File: src/rtl/pwm_sar_adc.sv
`default_nettype none
// ============================================================================
// Module   : pwm_sar_adc
// Purpose  : 8-bit successive-approximation ADC built from a PWM DAC and an
//            external comparator, with block averaging and mV scaling.
// Revision : 1.0 - initial release
// ============================================================================
module pwm_sar_adc #(
    parameter int SETTLE_PERIODS = 16,
    parameter int AVG_LOG2       = 4,
    parameter int VREF_MV        = 3300
) (
    input  logic        clk,
    input  logic        reset,
    input  logic        enable,
    input  logic        comp_in,
    output logic        pwm_out,
    output logic [7:0]  raw8,
    output logic        raw_valid,
    output logic [7:0]  avg8,
    output logic [15:0] mv16,
    output logic        avg_valid
);

    localparam int c_PCNT_W = (SETTLE_PERIODS > 1) ? $clog2(SETTLE_PERIODS) : 1;
    localparam int c_ACC_W  = 8 + AVG_LOG2;
    localparam int c_N_W    = (AVG_LOG2 > 0) ? AVG_LOG2 : 1;

    localparam logic [c_PCNT_W-1:0] c_PCNT_LAST = c_PCNT_W'(SETTLE_PERIODS - 1);
    localparam logic [c_N_W-1:0]    c_N_LAST    = c_N_W'((1 << AVG_LOG2) - 1);
    localparam logic [15:0]         c_VREF      = 16'(VREF_MV);
    localparam logic [7:0]          c_DUTY_MSB  = 8'h80;

    typedef enum logic [1:0] {
        ST_IDLE    = 2'd0,
        ST_CONVERT = 2'd1,
        ST_DONE    = 2'd2
    } state_t;

    state_t                r_state;
    logic [1:0]            r_sync;
    logic [7:0]            r_cnt;
    logic [7:0]            r_duty;
    logic [7:0]            r_result;
    logic [2:0]            r_bit;
    logic [c_PCNT_W-1:0]   r_pcnt;
    logic [c_ACC_W-1:0]    r_acc;
    logic [c_N_W-1:0]      r_n;

    logic                  w_comp_s;
    logic [7:0]            w_kept;
    logic [7:0]            w_next_duty;
    logic [c_ACC_W-1:0]    w_sum;
    logic [7:0]            w_avg;
    logic [23:0]           w_mv_prod;
    logic                  w_block_end;

    assign w_comp_s    = r_sync[1];
    // Trial bit survives only when the input is at or above the trial voltage.
    assign w_kept      = w_comp_s ? (r_result | (8'h01 << r_bit)) : r_result;
    assign w_next_duty = w_kept | (8'h01 << (r_bit - 3'd1));
    assign w_sum       = r_acc + c_ACC_W'(w_kept);
    assign w_avg       = 8'(w_sum >> AVG_LOG2);
    assign w_mv_prod   = 24'(w_avg) * 24'(c_VREF);
    assign w_block_end = (r_n == c_N_LAST);

    always_ff @(posedge clk or negedge reset) begin
        if (!reset) begin
            r_state   <= ST_IDLE;
            r_sync    <= 2'b00;
            r_cnt     <= 8'h00;
            r_duty    <= 8'h00;
            r_result  <= 8'h00;
            r_bit     <= 3'd7;
            r_pcnt    <= '0;
            r_acc     <= '0;
            r_n       <= '0;
            pwm_out   <= 1'b0;
            raw8      <= 8'h00;
            raw_valid <= 1'b0;
            avg8      <= 8'h00;
            mv16      <= 16'h0000;
            avg_valid <= 1'b0;
        end else begin
            r_sync    <= {r_sync[0], comp_in};
            raw_valid <= 1'b0;
            avg_valid <= 1'b0;
            if (!enable) begin
                r_state  <= ST_IDLE;
                r_cnt    <= 8'h00;
                r_duty   <= 8'h00;
                r_result <= 8'h00;
                r_bit    <= 3'd7;
                r_pcnt   <= '0;
                r_acc    <= '0;
                r_n      <= '0;
                pwm_out  <= 1'b0;
            end else begin
                case (r_state)
                    ST_IDLE: begin
                        r_state  <= ST_CONVERT;
                        r_cnt    <= 8'h00;
                        r_duty   <= c_DUTY_MSB;
                        r_result <= 8'h00;
                        r_bit    <= 3'd7;
                        r_pcnt   <= '0;
                        pwm_out  <= 1'b0;
                    end
                    ST_CONVERT: begin
                        r_cnt   <= r_cnt + 8'd1;
                        pwm_out <= (r_cnt < r_duty);
                        if (r_cnt == 8'hFF) begin
                            if (r_pcnt == c_PCNT_LAST) begin
                                r_pcnt   <= '0;
                                r_result <= w_kept;
                                if (r_bit != 3'd0) begin
                                    r_duty <= w_next_duty;
                                    r_bit  <= r_bit - 3'd1;
                                end else begin
                                    // Next conversion's MSB trial starts on this wrap.
                                    r_duty    <= c_DUTY_MSB;
                                    r_state   <= ST_DONE;
                                    raw8      <= w_kept;
                                    raw_valid <= 1'b1;
                                    if (w_block_end) begin
                                        avg8      <= w_avg;
                                        mv16      <= 16'(w_mv_prod >> 8);
                                        avg_valid <= 1'b1;
                                        r_acc     <= '0;
                                        r_n       <= '0;
                                    end else begin
                                        r_acc <= w_sum;
                                        r_n   <= r_n + 1'b1;
                                    end
                                end
                            end else begin
                                r_pcnt <= r_pcnt + 1'b1;
                            end
                        end
                    end
                    ST_DONE: begin
                        r_cnt    <= r_cnt + 8'd1;
                        pwm_out  <= (r_cnt < r_duty);
                        r_state  <= ST_CONVERT;
                        r_result <= 8'h00;
                        r_bit    <= 3'd7;
                    end
                    default: begin
                        r_state <= ST_IDLE;
                        pwm_out <= 1'b0;
                    end
                endcase
            end
        end
    end

endmodule
`default_nettype wire

File: config.mk
export PLATFORM = sky130hd
export DESIGN_NAME = pwm_sar_adc
export DESIGN_NICKNAME = d
export VERILOG_FILES = /design/src/rtl/pwm_sar_adc.sv
export SDC_FILE = /design/constraint.sdc
export NUM_CORES = 1
export LEC_CHECK = 0
export BUFFER_PORTS_ARGS = -buffer_cell sky130_fd_sc_hd__buf_2
export CAP_MARGIN = 20
export CORE_ASPECT_RATIO = 1.2
export CORE_MARGIN = 2
export CORE_UTILIZATION = 60
export DETAILED_ROUTE_END_ITERATION = 8
export GPL_ROUTABILITY_DRIVEN = 1
export PLACE_DENSITY = 0.82
export REMOVE_ABC_BUFFERS = 1
export SYNTH_ARGS = -nofsm -noshare
export SYNTH_HDL_FRONTEND = slang
export SYNTH_SLANG_ARGS = --single-unit
File: constraint.sdc
create_clock -name clk -period 12.4 [get_ports clk]
set_input_delay 1.24 -clock clk [delete_from_list [all_inputs] [get_ports clk]]
set_output_delay 1.24 -clock clk [all_outputs]
set_load 0.03 [all_outputs]
==> results_dict.tcl <==
set metrics [dict create \
    status "finished, final reports clean" \
    cts-root-buf "clkbuf_8" \
    core_area_um2 9080 \
    critical_path.most_common_cell "inv_1" \
    hpwl_um 8960 \
    p_switching_uw 313 \
    path_max_fanout 6 \
    ctsResizeCount 0 \
    n_fill_cell 755 \
    cts_buffers 9 \
    final-setup-viol-count 0 \
    grt_overflow_total 0 \
    slew_headroom_pct 38.6 \
    initial_core_util_pct 61.8 \
    postSynthCellCount 594 \
    start_kind "flip-flop" \
    ioPinCount 39 \
    fin_worst_skew_ns 0.0124 \
    cts_setup_buffers 0 \
    slowest_delay_ns 0.58 \
    tns_ns 0 \
    numPortBuffers 34 \
    grt_pass1_wl_um 20100 \
    postSynth.asyncResetShare_pct 100 \
    max-clock-path-buffers 2 \
    max_freq_mhz 143 \
    dieArea_um2 10100 \
    htreeDepth 3 \
    placed_cell_area_um2 5840 \
    synth_flop_cell "dfrtp_1" \
    antenna_found_initial 0 \
    wl_per_cell_um 15.9 \
    ir_worst_vdd_uv 73.9 \
    synth.yosys.seq_area_share_pct 36.6 \
    worstHoldPathType "reg2reg" \
    crit_type "reg2reg" \
    die_h_um 110 \
    layout_common_cells "dfrtp_1, nand2_1, inv_1" \
    drt_pass1_iterations 4 \
    post_synth_num_cell_types 62 \
    rows 38 \
    final_common_cell "dfrtp_1" \
    syn-cell-area_um2 5610 \
    p_per_area_nw_per_um2 134 \
    pre_cts_ws_ns 5.58 \
    diodes 0 \
    worstMarginPinSlew_ns 0.914 \
    clock_latency_ns 0.38 \
    drcViolationCount 0 \
    seq_area_um2 2060 \
    p_int_uw 506 \
    drtIter0Drc 194 \
    grt_max_degree 83 \
    via_per_inst 5.82 \
    swShare_pct 38.2 \
    hold_slack_ns 0.355 \
    required_ns 12.65 \
    hold_viol 0 \
    final_area_um2 6100 \
    rsz0062_at_grt "false" \
    grt_pass1_vias 4370 \
    ctsHoldBuffers 0 \
    cts_tree "done" \
    share_comb_of_total_power_pct 35.9 \
    wl_um 11900 \
    die_w_um 92.3 \
    cp.arrival_ns 7.22 \
    slowest_stage "fa_1" \
    synth-seq-cells 82 \
    place_congestion 0.941 \
    multiInputGateArea_um2 3170 \
    synth_edf_count 0 \
    slew_viol_final 0 \
    grtUsageTotal_pct 25.2 \
    p_leak_nw 3.19 \
    path_clk_slew_ns 0.10 \
    pwr-share-seq_pct 36.6 \
    drive_gt1_share_pct 11.4 \
    cts_sinks 82 \
    nets 714 \
    finalCritPeriodShare_pct 56.2 \
    postRouteAntennaNets 0 \
    drv_cap 0 \
    synth_warnings 0 \
    num_vias 4376 \
    period_minus_slack_ns 6.97 \
    critPathCaptureType "flip-flop" \
    area_growth_pct 8.70 \
    syn_avg_cell_area_um2 9.44 \
    clkPwrFrac_pct 27.5 \
    setup_slack_ns 5.43 \
]
-- worst max-delay path, delay by kind of cell, from the launching register on --
family | cells | cell delay, ns
AND/OR/NAND/NOR | 3 | 0.69
adder cells (fa/ha/maj) | 8 | 2.95
AO/OA/AOI/OAI | 10 | 1.73
XOR/XNOR | 2 | 0.60
flip-flops | 1 | 0.40
buffers and inverters | 5 | 0.45
-- registers in the layout, summed over array words and instances, names as in the netlist --
| register | cells |
|---|---|
| raw8 | 8 |
| r_n | 4 |
| mv16 | 12 |
| r_sync | 2 |
| avg8 | 8 |
| r_cnt | 8 |
| pwm_out | 1 |
| r_state | 2 |
| r_acc | 12 |
| r_bit | 3 |
| raw_valid | 1 |
| r_result | 8 |
| avg_valid | 1 |
| r_pcnt | 4 |
| r_duty | 8 |
-- final cells by class --
cell class / count / share of cell area [%]
inverter: 73 / 4.49
sequential: 82 / 33.7
multi-input combinational: 423 / 52.0
timing repair buffer: 38 / 3.53
clock buffer: 9 / 2.03
tap: 120 / 2.46
clock inverter: 7 / 1.72
-- power groups by stage --
stage	combinational (mW)	sequential (mW)	clock, mW
after global placement	0.275	0.303	0
final	0.294	0.300	0.225
after floorplan	0.211	0.304	0
after global routing	0.330	0.302	0.242
after detailed placement	0.287	0.305	0
after CTS	0.291	0.299	0.228
-- routing by layer --
layer,share of wire (%),global-route usage [%],vias to the layer above
met3,3.9,3.91,25
met2,53,45.9,95
met5,0,0,-
met1,41,29.8,2162
met4,2.5,10.9,0
li1,-,-,2094
-- synth_stat cells (all sizes together), types with 7 or more instances --
library cell   n  share of area (%)
dfrtp         79                 35
xor2          14                2.3
buf           13                1.7
a21oi         28                2.7
a21o          11                1.5
fa            17                6.1
xnor2          9                1.4
ha            66                 15
o31ai         18                2.4
nor2          14               0.94
nand3         12                1.2
inv           73                4.9
nand2b         8               0.89
nor2b          7               0.78
o21ai         68                6.1
nand2         76                5.1
a31oi         11                1.2
-- per-stage QoR --
step / total power [mW] / util (%) / cells
global route: 0.874 / 67.1 / 752
global placement: 0.578 / 64.3 / 734
finish: 0.819 / 67.1 / 752
CTS: 0.818 / 66.8 / 750
floorplan: 0.515 / - / 578
detailed placement: 0.592 / 64.3 / 734
-- cell families after synthesis --
| family | count (synthesis) | synth area share, % |
|---|---|---|
| other | 1 | 0.0669 |
| muxes | 2 | 0.468 |
| adders and majority gates | 83 | 20.8 |
| xor gates and xnor gates | 23 | 3.73 |
| buffers and inverters | 92 | 6.98 |
| AOI/OAI and AO/OA | 164 | 18.7 |
| DFF | 82 | 36.6 |
| and+or+nand+nor | 147 | 12.6 |
-- path summary, 6_finish.rpt --
| path | startpoint | end | slack [ns] | depth (start not counted) |
|---|---|---|---|---|
| setup / recovery | r_bit[0] | mv16[8] | 5.43 | 28 |
| setup reg to reg | r_bit[0] | mv16[8] | 5.43 | 28 |
| min in group asynchronous | reset | r_duty[3] | 0.84 | 1 |
| hold / removal | r_sync[0] | r_sync[1] | 0.35 | 0 |
| max in group asynchronous | reset | r_bit[0] | 10.91 | 2 |
| hold reg to reg | r_sync[0] | r_sync[1] | 0.35 | 0 |
Power figures use the tool's default switching activity.
